$ cat config.mk
export PLATFORM = sky130hd
export DESIGN_NAME = apb_irq_responder
export DESIGN_NICKNAME = d
export VERILOG_FILES = /design/src/rtl/apb_irq_responder.sv
export SDC_FILE = /design/constraint.sdc
export NUM_CORES = 1
export LEC_CHECK = 0
export BUFFER_PORTS_ARGS = -buffer_cell sky130_fd_sc_hd__buf_2
export CAP_MARGIN = 0
export CORE_MARGIN = 1
export CORE_UTILIZATION = 41
export CTS_BUF_LIST = sky130_fd_sc_hd__clkbuf_16
export DETAILED_ROUTE_END_ITERATION = 10
export PLACE_DENSITY = 0.8
export SLEW_MARGIN = 10
export SYNTH_ARGS = -nofsm -noshare
export SYNTH_HDL_FRONTEND = slang
export SYNTH_SLANG_ARGS = --single-unit
$ cat constraint.sdc
create_clock -name pclk_i -period 1.27 [get_ports pclk_i]
set_input_delay 0.1905 -clock pclk_i [delete_from_list [all_inputs] [get_ports pclk_i]]
set_output_delay 0.1905 -clock pclk_i [all_outputs]
set_load 0.01 [all_outputs]
$ cat src/rtl/apb_irq_responder.sv
// APB slave holding a 4-source edge-triggered interrupt controller (pending, mask, enable).
// Define IRQ_SYNC_EN to pass the trigger lines through a 2-flop synchronizer first.
module apb_irq_responder (
    input  logic        pclk_i,
    input  logic        rst_n_i,
    input  logic        psel_i,
    input  logic        penable_i,
    input  logic        pwrite_i,
    input  logic [31:0] paddr_i,
    input  logic [31:0] pwdata_i,
    output logic [31:0] prdata_o,
    output logic        pready_o,
    output logic        pslverr_o,
    input  logic [3:0]  irq_trigger_i,
    output logic        irq_o,
    output logic [1:0]  irq_id_o
);

    localparam logic [2:0] ADDR_PENDING = 3'd0;
    localparam logic [2:0] ADDR_ACTIVE  = 3'd1;
    localparam logic [2:0] ADDR_CLEAR   = 3'd2;
    localparam logic [2:0] ADDR_CTRL    = 3'd3;
    localparam logic [2:0] ADDR_MASK    = 3'd4;

    typedef enum logic [1:0] {
        ST_IDLE   = 2'd0,
        ST_SETUP  = 2'd1,
        ST_ACCESS = 2'd2
    } apb_state_e;

    apb_state_e  state_q, state_d;
    logic [31:0] prdata_q, prdata_d;
    logic        pslverr_q, pslverr_d;
    logic        wr_en_q, wr_en_d;
    logic [2:0]  wr_addr_q, wr_addr_d;
    logic [3:0]  wr_data_q, wr_data_d;

    logic [3:0]  pending_q, pending_d;
    logic        ctrl_q, ctrl_d;
    logic [3:0]  mask_q, mask_d;
    logic [3:0]  trig_hist_q, trig_hist_d;
    logic        irq_q, irq_d;

    logic [3:0]  trig_s;
    logic [3:0]  active;
    logic        any_active;
    logic [1:0]  active_id;
    logic        addr_err;
    logic        xfer_err;
    logic [31:0] rdata;
    logic [3:0]  clr;
    logic        unused_wdata_hi;

    assign unused_wdata_hi = ^pwdata_i[31:4];

`ifdef IRQ_SYNC_EN
    logic [3:0] sync1_q, sync1_d;
    logic [3:0] sync2_q, sync2_d;

    always_comb begin
        sync1_d = irq_trigger_i;
        sync2_d = sync1_q;
    end

    always_ff @(posedge pclk_i or negedge rst_n_i) begin
        if (!rst_n_i) begin
            sync1_q <= '0;
            sync2_q <= '0;
        end else begin
            sync1_q <= sync1_d;
            sync2_q <= sync2_d;
        end
    end

    assign trig_s = sync2_q;
`else
    assign trig_s = irq_trigger_i;
`endif

    assign active     = pending_q & ~mask_q;
    assign any_active = |active;

    // Lowest index wins: scanning downward lets the smallest set bit overwrite last.
    always_comb begin
        active_id = 2'd0;
        for (int i = 3; i >= 0; i--) begin
            if (active[i]) active_id = 2'(i);
        end
    end

    assign addr_err = (paddr_i > 32'd4);
    assign xfer_err = addr_err || (pwrite_i && (paddr_i < 32'd2));

    always_comb begin
        rdata = '0;
        if (!addr_err) begin
            case (paddr_i[2:0])
                ADDR_PENDING: rdata[3:0] = pending_q;
                ADDR_ACTIVE: begin
                    rdata[4]   = any_active;
                    rdata[1:0] = active_id;
                end
                ADDR_CTRL:    rdata[0]   = ctrl_q;
                ADDR_MASK:    rdata[3:0] = mask_q;
                default:      rdata      = '0;
            endcase
        end
    end

    // APB protocol FSM; transfer attributes are captured on entry to ACCESS so the
    // commit at the end of ACCESS does not depend on what the bus does meanwhile.
    always_comb begin
        // NOTE: every combinational output gets a default first so no path leaves it
        // unassigned, which would otherwise infer a latch.
        state_d   = state_q;
        prdata_d  = '0;
        pslverr_d = 1'b0;
        wr_en_d   = 1'b0;
        wr_addr_d = wr_addr_q;
        wr_data_d = wr_data_q;

        case (state_q)
            ST_IDLE: begin
                if (psel_i && !penable_i) state_d = ST_SETUP;
            end
            ST_SETUP: begin
                state_d   = ST_ACCESS;
                prdata_d  = (pwrite_i || xfer_err) ? 32'd0 : rdata;
                pslverr_d = xfer_err;
                wr_en_d   = pwrite_i && !xfer_err;
                wr_addr_d = paddr_i[2:0];
                wr_data_d = pwdata_i[3:0];
            end
            ST_ACCESS: begin
                if (psel_i && !penable_i) state_d = ST_SETUP;
                else                      state_d = ST_IDLE;
            end
            default: state_d = ST_IDLE;
        endcase
    end

    always_comb begin
        clr    = '0;
        ctrl_d = ctrl_q;
        mask_d = mask_q;

        // wr_en_q is only ever high during ACCESS, so this commits on the edge ending it.
        if (wr_en_q) begin
            case (wr_addr_q)
                ADDR_CLEAR: clr    = wr_data_q;
                ADDR_CTRL:  ctrl_d = wr_data_q[0];
                ADDR_MASK:  mask_d = wr_data_q;
                default:    clr    = '0;
            endcase
        end

        trig_hist_d = trig_s;
        // A new rising edge is OR-ed in after the clear so it survives a same-edge clear.
        pending_d   = (pending_q & ~clr) | (trig_s & ~trig_hist_q);
        irq_d       = ctrl_q & any_active;
    end

    always_ff @(posedge pclk_i or negedge rst_n_i) begin
        if (!rst_n_i) begin
            state_q     <= ST_IDLE;
            prdata_q    <= '0;
            pslverr_q   <= 1'b0;
            wr_en_q     <= 1'b0;
            wr_addr_q   <= '0;
            wr_data_q   <= '0;
            pending_q   <= '0;
            ctrl_q      <= 1'b0;
            mask_q      <= '0;
            trig_hist_q <= '0;
            irq_q       <= 1'b0;
        end else begin
            // NOTE: non-blocking assignments make every flop sample pre-edge values,
            // so the order of these lines carries no meaning.
            state_q     <= state_d;
            prdata_q    <= prdata_d;
            pslverr_q   <= pslverr_d;
            wr_en_q     <= wr_en_d;
            wr_addr_q   <= wr_addr_d;
            wr_data_q   <= wr_data_d;
            pending_q   <= pending_d;
            ctrl_q      <= ctrl_d;
            mask_q      <= mask_d;
            trig_hist_q <= trig_hist_d;
            irq_q       <= irq_d;
        end
    end

    assign prdata_o  = prdata_q;
    assign pslverr_o = pslverr_q;
    assign pready_o  = (state_q == ST_ACCESS);
    assign irq_o     = irq_q;
    assign irq_id_o  = active_id;

endmodule

==> Yosys cells after proc, flatten, opt, wreduce, memory -nomap -nowiden <==
Index checks and enable logic that the tools add are counted.
{ "word_totals": {"elab_cells": 60, "out_inout_bits": 37, "register_bits": 57, "in_bits": 73} }
{ "op_classes": {"n_bitwise": 8, "n_mux": 18, "n_eq_ne": 9, "reduce_logical": 12, "n_lt_le_gt_ge": 2} }
{ "op_table": {"columns": ["op", "count"], "rows": [
  ["$mux 32", 2],
  ["$gt 32x3->1 const B", 1],
  ["$lt 32x2->1 const B", 1],
  ["$and 4x4->4", 3],
  ["$not 4->4", 3],
  ["$mux 2", 5],
  ["$eq 3x2->1 const B", 3],
  ["$mux 4", 2],
  ["$eq 3x3->1 const B", 2],
  ["$pmux 2 s3", 1],
  ["$mux 5", 1],
  ["$mux 1", 4],
  ["$or 4x4->4", 1],
  ["$pmux 1 s4", 1],
  ["$pmux 2 s2", 1],
  ["$reduce_and 2->1", 2],
  ["$reduce_or 4->1", 1],
  ["$eq 3x1->1 const B", 1],
  ["$logic_and 1x1->1", 3],
  ["$logic_not 3->1", 1],
  ["$pmux 1 s3", 1],
  ["$eq 2x1->1 const B", 1],
  ["$eq 2x2->1 const B", 1],
  ["$logic_not 1->1", 2],
  ["4 further kinds", 5]
]} }

==> Logic depth before layout (Yosys ltp) <==
Gate-level depths: netlist of run 1.
{ "logic_depth": {"depth_word": 10, "mapped_depth": 5, "mapped_depth_nobuf": 4} }

==> Worst setup path before layout of run 1 <==
Ideal clock, no wire load.
{ "synth_path": {"kind": "register -> register", "startpoint": "register state_q[1]", "endpoint": "register prdata_q[0] (netlist: prdata_o[0])", "path_buffers": 1, "period_less_slack_ns": 1.168, "path_slack_ns": 0.102, "t_required_ns": 1.192, "path_stages_with_launch": 5, "t_arrival_ns": 1.090, "setup_time_ns": 0.078, "cell_sequence": "dfrtp_1 nand2b_1 buf_2 nor4_2 a21boi_1"} }
{ "synth_via": {"elab_chain_cells": 2} }
{ "synth_rtl": {"columns": ["item", "line_no", "source"], "rows": [
  ["start: declaration", "31", "apb_state_e state_q, state_d;"],
  ["start signal: assignment", "179", "state_q <= state_d;"],
  ["$eq 2x1->1", "122", "case (state_q)"],
  ["$mux 32", "122", null],
  ["via prdata_d[0]", "32", "logic [31:0] prdata_q, prdata_d;"],
  ["end signal: assignment", "180", "prdata_q <= prdata_d;"],
  ["end: declaration", "32", null]
]} }
The timed path passes the listed nets, and every way through them passes these cells.
A chain may end at the register's enable or synchronous reset.

==> Final worst setup path of run 1 <==
{ "layout_path": {"startpoint": "register mask_q[3]", "endpoint": "output irq_id_o[0]"} }
{ "layout_via": {"elab_chain_cells": 6} }
{ "layout_rtl": {"columns": ["item", "line_no", "source"], "rows": [
  ["start: declaration", "40", "logic [3:0] mask_q, mask_d;"],
  ["start signal: assignment", "187", "mask_q <= mask_d;"],
  ["$not 4->4", "80", "assign active = pending_q & ~mask_q;"],
  ["$and 4x4->4", "80", null],
  ["$mux 2 (4 in series)", "87", "if (active[i]) active_id = 2'(i);"],
  ["end: declaration", "16", "output logic [1:0] irq_id_o"]
]} }
No other way between the ends.

==> reports/summary.log, run 1 <==
INFO  outcome        run_status=complete, but fails checks
INFO  outcome        failed_checks=negative setup slack
INFO  sta            finalHoldViolations=0
INFO  floorplan      row_count=21
INFO  layout         post-route-cell-area=0.00202mm2
INFO  setup_path     kind_of_capture_point_of_the_worst_setup_path=primary output
INFO  setup_path     startpoint=mask_q[3]$_DFFE_PN0P_
INFO  floorplan      core_area=0.00347mm2
INFO  logic_synthesis synthTopCellsByArea=sky130_fd_sc_hd__dfrtp_1 (49%), sky130_fd_sc_hd__buf_4 (13%), sky130_fd_sc_hd__nand2_1 (7.5%), sky130_fd_sc_hd__mux2_2 (5.8%), sky130_fd_sc_hd__nor4_2 (3.2%)
INFO  floorplan      fp.dieW=63.4um
INFO  place          dpl-instance-area=0.00182mm2
INFO  setup_path     timing.critical_path.arrival=1.19ns
INFO  logic_synthesis mappedNetlistArea=0.00154mm2
INFO  layout         most_common_library_cell_in_the_layout_ignoring_fill_and_taps=sky130_fd_sc_hd__buf_2
INFO  layout         layout-area-overhead-vs-synth=31.0%
INFO  power_and_ir_drop power.ir.vdd_worst=789uV
INFO  power_and_ir_drop power_report.internal_total=0.00184W
INFO  place          dp_hpwl=2350um
INFO  worst_hold_path min-delay-path-class=in -> reg
INFO  run            cap_violations=0
INFO  sta            unrepaired_setup_endpoints_after_global_routing=yes
INFO  power_and_ir_drop switchingPower=0.000581W
INFO  logic_synthesis xor_xnor_portion_of_the_synthesized_cell_area=0%
INFO  logic_synthesis synth.mux.area_fraction=6.48%
INFO  detailed_routing num_vias=1234
INFO  setup_path     reg2reg_slack=0ns
INFO  grt            vias_in_the_first_global_route=1192
INFO  logic_synthesis fraction_of_registers_with_async_set_reset=100%
INFO  sta            fin_tns_setup=-0.214ns
INFO  cts            clk_pin_slew_worst_paths=0.05ns
INFO  power_and_ir_drop comb_power_share=11.0%
INFO  grt            grt_max_degree=31
INFO  floorplan      pin_count=110
INFO  power_and_ir_drop pwr_density_cell=1200mW/mm2
INFO  sta            max_freq=722MHz
INFO  place          numPortBuffers=54
INFO  logic_synthesis yosysSeqAreaShare=48.6%
INFO  grt            globalRoute.totalOverflow=0
INFO  floorplan      die-area=0.00402mm2
INFO  sta            worst_slack=-0.115ns
INFO  logic_synthesis synth-seq-cells=30
INFO  logic_synthesis synth-adder-area-share=0%
INFO  layout         top_library_cells_by_usage_in_the_layout_fill_and_taps_aside=sky130_fd_sc_hd__buf_2 (54), sky130_fd_sc_hd__nand2_1 (31), sky130_fd_sc_hd__dfrtp_1 (30)
INFO  setup_path     worstPathRequired=1.08ns
INFO  sta            report.final.setup_viol=3
INFO  power_and_ir_drop switching_share=24.0%
INFO  cts            cts.sinks=30
INFO  logic_synthesis synth.largest_area_cell=sky130_fd_sc_hd__dfrtp_1
INFO  detailed_routing detail_route.iter0.violations=25
INFO  floorplan      die_h=63.4um
INFO  logic_synthesis synth_top_area_share=48.6%
INFO  worst_hold_path hp-start=irq_trigger_i[0]
INFO  detailed_routing remaining_drc_errors=0
INFO  logic_synthesis synthDistinctLibCells=29
INFO  power_and_ir_drop power.sequential.fraction=43.3%
INFO  cts            tritoncts=done
INFO  layout         drive_above_1_share=40.2%
INFO  grt            antenna_found_initial=0
INFO  detailed_routing wl_per_cell=11.7um
INFO  detailed_routing detail_route.wirelength=3170um
INFO  logic_synthesis combinational_family_with_the_most_area_after_synthesis=simple AND/OR/NAND/NOR gates
INFO  grt            grt_pass1_wl=5240um
INFO  layout         fill_cell_count=326
INFO  logic_synthesis synth_compound_gate_area_share=4.78%
INFO  detailed_routing drt-pass1-iter-count=4
INFO  sta            final_max_slew_viol_count=0
INFO  logic_synthesis synth-simple-area-share=24.9%
INFO  power_and_ir_drop power.share.clock=45.7%
INFO  layout         post-route-util=58.3%
INFO  layout         final_nets=296
INFO  layout         n_antenna_cell=0
INFO  setup_path     crit_path_start_kind=register
INFO  grt            track_usage=17.4%
INFO  logic_synthesis ys.flop_type=sky130_fd_sc_hd__dfrtp_1
INFO  setup_path     r2r-start=mask_q[3]$_DFFE_PN0P_
INFO  place          routabilityCongestion=0.848
INFO  detailed_routing final_antenna_net_count=0
INFO  cts            numCtsBuffers=5
INFO  power_and_ir_drop p_leak=1.11nW
INFO  setup_path     worst-setup-path-type=reg -> out
INFO  logic_synthesis count_of_warnings_emitted_by_yosys=0
INFO  floorplan      start_util=44.5%
INFO  sta            final_min_period_over_clock_period=109%
INFO  logic_synthesis synth_area_per_cell=9.96um2
INFO  cts            clockRootBuffer=sky130_fd_sc_hd__clkbuf_16
INFO  cts            cts_max_level=2
INFO  cts            worstSkewPairLatency=0.28ns
INFO  cts            largest_buffer_count_on_any_clock_path=2
INFO  sta            fin_worst_skew=0.00264ns
INFO  setup_path     critical_path_peak_fanout=3
INFO  logic_synthesis synth_enable_flop_cells=0
INFO  logic_synthesis netlist_instances=155
INFO  sta            min_cycle_time_layout=1.38ns
INFO  detailed_routing vias_per_cell=4.57
## kinds of logic after synthesis
| logic type | count (synthesis) |
|---|---|
| other | 1 |
| and+or+nand+nor | 69 |
| DFF | 30 |
| muxes | 9 |
| buffers and inverters | 34 |
| AOI/OAI and AO/OA | 12 |
## cell type report
class                      count  area, um2  area share (%)
sequential                    30        751            37.1
multi-input combinational    117        709            35.1
timing repair buffer          64        348            17.2
clock buffer                   5        125            6.19
tap                           46       57.6            2.85
inverter                       5       18.8           0.928
clock inverter                 3       12.5           0.619
## worst paths after layout
check,endpoint,cells after the start
min in group asynchronous,wr_en_q$_DFF_PN0_,3
worst max register to register,prdata_o[0]$_DFF_PN0_,5
worst max-delay path,irq_id_o[0],4
worst min-delay path,trig_hist_q[0]$_DFF_PN0_,1
max in group asynchronous,state_q[0]$_DFFE_PN0P_,3
worst min register to register,pending_q[3]$_DFF_PN0_,1
## worst max-delay path, cell delays in order, from the launching register on
cell and delay (ns):
sky130_fd_sc_hd__dfrtp_1 0.41, sky130_fd_sc_hd__nor2b_4 0.20, sky130_fd_sc_hd__nand2b_4 0.07, sky130_fd_sc_hd__a21oi_2 0.10
sky130_fd_sc_hd__buf_2 0.13
## power by group through the flow
stage	logic, W	registers [W]	clock network, W
2_1_floorplan	0.000179	0.00105	0
3_3_place_gp	0.000255	0.00106	0
3_5_place_dp	0.000262	0.00106	0
4_1_cts	0.000266	0.00105	0.00112
5_1_grt	0.000300	0.00105	0.00118
6_report	0.000265	0.00105	0.00111
## flip-flops by register name, summed over array words and instances, names as in the netlist, 2 cells and up
name and count:
wr_data_q 4, trig_hist_q 4, pending_q 4, mask_q 4, state_q 2, prdata_o 5
wr_addr_q 3
## through the flow
stage | hold WS [ns] | total power, W | instances | setup WS (ns)
final | 0.0314 | 0.00242 | 270 | -0.115
after global routing | 0.0290 | 0.00253 | 270 | -0.166
after CTS | 0.0299 | 0.00243 | 270 | -0.101
after detailed placement | 0.230 | 0.00132 | 260 | -0.158
after global placement | 0.215 | 0.00131 | 260 | -0.0773
after floorplan | -0.105 | 0.00123 | 181 | 0.102
## cells in the mapped netlist (all sizes together) (2+ instances only)
library cell and n:
dfrtp 30, nor3 2, a21oi 2, inv 4, o21ai 6, mux2 8
and4bb 2, nand4 2, nor4 7, nor2b 6, nand2b 5, nor2 5
nand2 31, and4 2, buf 29, and3 3
## routing by layer
layer  up-vias  global-route usage (%)  wire (um)
met4         0                    9.66         42
met3         5                    4.89        220
li1        606                       -          -
met2        53                    28.9       1540
met5         -                       0          0
met1       570                    20.1       1370
## what timing repair did
action,4_1_cts,5_1_grt
hold buffers,1,0
hold endpoints to repair,30,0
buffers inserted,1,0
pin swaps,5,0
resized for setup,8,2
endpoints found under the setup margin,2,6
Note: power is estimated with default switching activity, not from simulation.
==> inputs of run 2 (changes only) <==
Settings changed: ABC_AREA set to 1.
==> run 2 against run 1 <==
Compared with the run above: the run still ends with negative setup slack left; combinational power barely moved; first-iteration DRC count increased by 12%; clock power is 16% higher; critical path type unchanged; core utilization is 0.32 points higher; fmax rose by 0.70%; power increased by 7.0%; register-to-register slack got worse by 0.02 ns; sequential share of layout area down 2.1 points; clock skew hardly changed.
==> reports/summary.log, run 2 <==
INFO  grt            grt_max_degree=31 [unchanged]
INFO  layout         post-route-util=58.6% [+0.32 points]
INFO  sta            report.final.setup_viol=3 [unchanged]
INFO  grt            antenna_found_initial=0 [unchanged]
INFO  setup_path     r2r-start=pending_q[3]$_DFF_PN0_
INFO  detailed_routing final_antenna_net_count=0 [unchanged]
INFO  floorplan      fp.dieW=63.9um [+0.86%]
INFO  sta            final_max_slew_viol_count=0 [unchanged]
INFO  sta            finalHoldViolations=0 [unchanged]
INFO  setup_path     cp_slowest_cell=sky130_fd_sc_hd__dfrtp_1
INFO  sta            min_cycle_time_layout=1.38ns [-0.00960 ns]
INFO  sta            unrepaired_setup_endpoints_after_global_routing=yes
INFO  sta            max_freq=727MHz [+0.70%]
INFO  setup_path     crit_path_start_kind=register
INFO  logic_synthesis count_of_warnings_emitted_by_yosys=0 [unchanged]
INFO  cts            clk_pin_slew_worst_paths=0.05ns [about the same]
INFO  logic_synthesis synth_most_common_cell=sky130_fd_sc_hd__nand2_1
INFO  worst_hold_path hp-start=irq_trigger_i[2]
INFO  setup_path     worst-path-buf-inv=1 [unchanged]
INFO  sta            final_min_period_over_clock_period=108% [-0.76 points]
INFO  setup_path     cp_slowest_stage_delay=0.41ns [about the same]
INFO  setup_path     cell_chain_critical_path=nand2_2 -> a21boi_2 -> buf_2
INFO  place          routabilityCongestion=0.806 [-5.0%]
INFO  layout         drive_above_1_share=36.1% [-4.1 points]
INFO  grt            globalRoute.totalOverflow=0 [unchanged]
INFO  detailed_routing drt-pass1-iter-count=4 [unchanged]
INFO  logic_synthesis synthTopCellsByArea=sky130_fd_sc_hd__dfrtp_1 (48%), sky130_fd_sc_hd__buf_4 (13%), sky130_fd_sc_hd__nand2_1 (8.1%), sky130_fd_sc_hd__o21ai_0 (6.7%), sky130_fd_sc_hd__nor2_1 (6.4%)
INFO  layout         layout-area-overhead-vs-synth=36.5%
INFO  logic_synthesis netlist_instances=195 [+26%]
INFO  floorplan      row_count=22 [+4.8%]
INFO  detailed_routing remaining_drc_errors=0 [unchanged]
INFO  logic_synthesis synthDistinctLibCells=25 [-14%]
INFO  sta            fin_worst_skew=0.00313ns [+0.000491 ns]
INFO  detailed_routing detail_route.wirelength=3450um [+9.0%]
INFO  place          dp_hpwl=2320um [-1.3%]
INFO  cts            worstSkewPairLatency=0.27ns [about the same]
INFO  outcome        run_status=complete, but fails checks
INFO  grt            vias_in_the_first_global_route=1363 [+14%]
INFO  detailed_routing vias_per_cell=4.37 [-4.5%]
INFO  logic_synthesis synth_enable_flop_cells=0 [unchanged]
INFO  sta            fin_tns_setup=-0.222ns [-0.00751 ns]
INFO  setup_path     critical_path_peak_fanout=4 [+1]
INFO  logic_synthesis synth-seq-cells=30 [unchanged]
INFO  setup_path     crit-reg2reg-capture=irq_o$_DFF_PN0_
INFO  floorplan      pin_count=110 [unchanged]
INFO  place          numPortBuffers=54 [unchanged]
INFO  power_and_ir_drop pwr_density_cell=1210mW/mm2 [+0.84%]
INFO  detailed_routing wl_per_cell=10.9um [-7.2%]
INFO  setup_path     worstPathRequired=1.08ns [about the same]
INFO  cts            cts.sinks=30 [unchanged]
INFO  logic_synthesis fraction_of_registers_with_async_set_reset=100% [unchanged]
INFO  worst_hold_path hold_depth=1 [unchanged]
INFO  logic_synthesis synth.largest_area_cell=sky130_fd_sc_hd__dfrtp_1
INFO  detailed_routing num_vias=1384 [+12%]
INFO  logic_synthesis synth.cells.most_frequent=sky130_fd_sc_hd__nand2_1 (34), sky130_fd_sc_hd__dfrtp_1 (30), sky130_fd_sc_hd__buf_4 (27), sky130_fd_sc_hd__nor2_1 (27)
INFO  logic_synthesis synth_top_area_share=47.8% [-0.85 points]
INFO  power_and_ir_drop power.ir.vdd_worst=919uV [+16%]
INFO  cts            cts_max_level=2 [unchanged]
INFO  floorplan      die_h=63.9um [+0.86%]
INFO  setup_path     kind_of_capture_point_of_the_worst_setup_path=primary output
INFO  layout         fill_cell_count=336 [+3.1%]
INFO  cts            clockRootBuffer=sky130_fd_sc_hd__clkbuf_16
INFO  logic_synthesis yosysSeqAreaShare=47.8% [-0.85 points]
INFO  layout         most_common_library_cell_in_the_layout_ignoring_fill_and_taps=sky130_fd_sc_hd__buf_2
INFO  layout         final_nets=341 [+15%]
INFO  floorplan      start_util=42.9% [-1.6 points]
INFO  setup_path     reg2reg_slack=-0.02ns [-0.02 ns]
INFO  cts            numCtsBuffers=5 [unchanged]
INFO  sta            hold-worst-slack=0.0342ns [+0.00282 ns]
INFO  layout         top_library_cells_by_usage_in_the_layout_fill_and_taps_aside=sky130_fd_sc_hd__buf_2 (53), sky130_fd_sc_hd__nand2_1 (30), sky130_fd_sc_hd__dfrtp_1 (30)
INFO  sta            worst_slack=-0.105ns [+0.00960 ns]
INFO  logic_synthesis ys.flop_type=sky130_fd_sc_hd__dfrtp_1
INFO  floorplan      core_area=0.00366mm2 [+5.6%]
INFO  setup_path     ff2ff_path_depth=8 [+3]
INFO  run            cap_violations=0 [unchanged]
INFO  worst_hold_path holdPathEnd=trig_hist_q[2]$_DFF_PN0_
INFO  layout         largest_register_ff_count=5 [unchanged]
INFO  setup_path     timing.critical_path.arrival=1.18ns [about the same]
INFO  setup_path     worst-setup-path-type=reg -> out
INFO  power_and_ir_drop p_leak=1.12nW [+1.2%]
INFO  cts            tritoncts=done
INFO  grt            grt_pass1_wl=5460um [+4.1%]
INFO  detailed_routing detail_route.iter0.violations=28 [+12%]
INFO  worst_hold_path min-delay-path-class=in -> reg
INFO  cts            largest_buffer_count_on_any_clock_path=2 [unchanged]
INFO  logic_synthesis synth_area_per_cell=8.06um2 [-19%]
INFO  layout         n_antenna_cell=0 [unchanged]
INFO  outcome        failed_checks=negative setup slack
INFO  setup_path     gate_family_responsible_for_the_most_delay_along_the_worst_path=flip-flops
INFO  grt            track_usage=17.9% [+0.48 points]
INFO  logic_synthesis mappedNetlistArea=0.00157mm2 [+1.8%]
INFO  place          preCtsSetupSlack=0.0734ns [+0.231 ns]
INFO  floorplan      die-area=0.00408mm2 [+1.7%]
## run 2: changes by cell type in the layout (fill, tap and decap cells not counted), sizes merged, moves of 5 or more
| cell | change |
|---|---|
| nor2b | -6 |
| nand3 | +8 |
| nor4 | -7 |
| nor2 | +24 |
| o21ai | +18 |
| nand2b | -5 |
| inv | +22 |
| mux2 | -8 |
## run 2: timing repair
action / CTS / global route
resized for setup: 8 / 17
buffers inserted: 9 / 2
hold endpoints to repair: 30 / 0
hold buffers: 1 / 0
pin swaps: 2 / 5
setup endpoints to repair: 2 / 4
gates cloned: 0 / 0
## run 2: cells by family after synthesis
kind of cell | count (synthesis) | share of synthesized area [%]
other | 1 | 0.239
flip-flops | 30 | 47.8
buffers and inverters | 53 | 19.2
AO/OA/AOI/OAI | 31 | 10.8
AND/OR/NAND/NOR | 80 | 22.0
## run 2: per-layer routing
metal  routed length (um)  track usage [%]
met5                    0                0
met4                   91             9.66
met3                  187             6.61
met2                 1820             32.2
met1                 1360             17.6
## run 2: per-stage QoR
stage	total power, W	instance area [um2]	cells
after floorplan	0.00124	1670	221
after global placement	0.00129	1810	297
after detailed placement	0.00131	1810	297
after CTS	0.00260	2060	315
after global routing	0.00270	2150	317
final	0.00259	2150	317
## run 2: how the worst max path moves through the flow
stage / from / endpoint / slack (ns) / depth (start not counted)
floorplan: mask_q[2]$_DFFE_PN0P_ / prdata_o[1]$_DFF_PN0_ / 0.16 / 9
global route: pending_q[0]$_DFF_PN0_ / irq_id_o[0] / -0.17 / 3
detailed placement: pending_q[2]$_DFF_PN0_ / irq_id_o[0] / 0.07 / 4
global placement: pending_q[2]$_DFF_PN0_ / irq_id_o[0] / 0.11 / 4
CTS: mask_q[3]$_DFFE_PN0P_ / irq_id_o[0] / -0.11 / 4
finish: pending_q[0]$_DFF_PN0_ / irq_id_o[0] / -0.11 / 3
## run 2: area by class of cell
type	count	area [um2]	share of cell area, %
tap	48	60.1	2.80
sequential	30	751	35.0
clock inverter	3	37.5	1.75
clock buffer	5	125	5.83
timing repair buffer	68	403	18.8
inverter	25	93.8	4.37
multi-input combinational	138	676	31.5
## run 2: report_power, final
part | internal, W | switching [W]
registers | 0.00101 | 0.0000247
logic | 0.0000955 | 0.000169
clock network | 0.000906 | 0.000379
total | 0.00201 | 0.000573
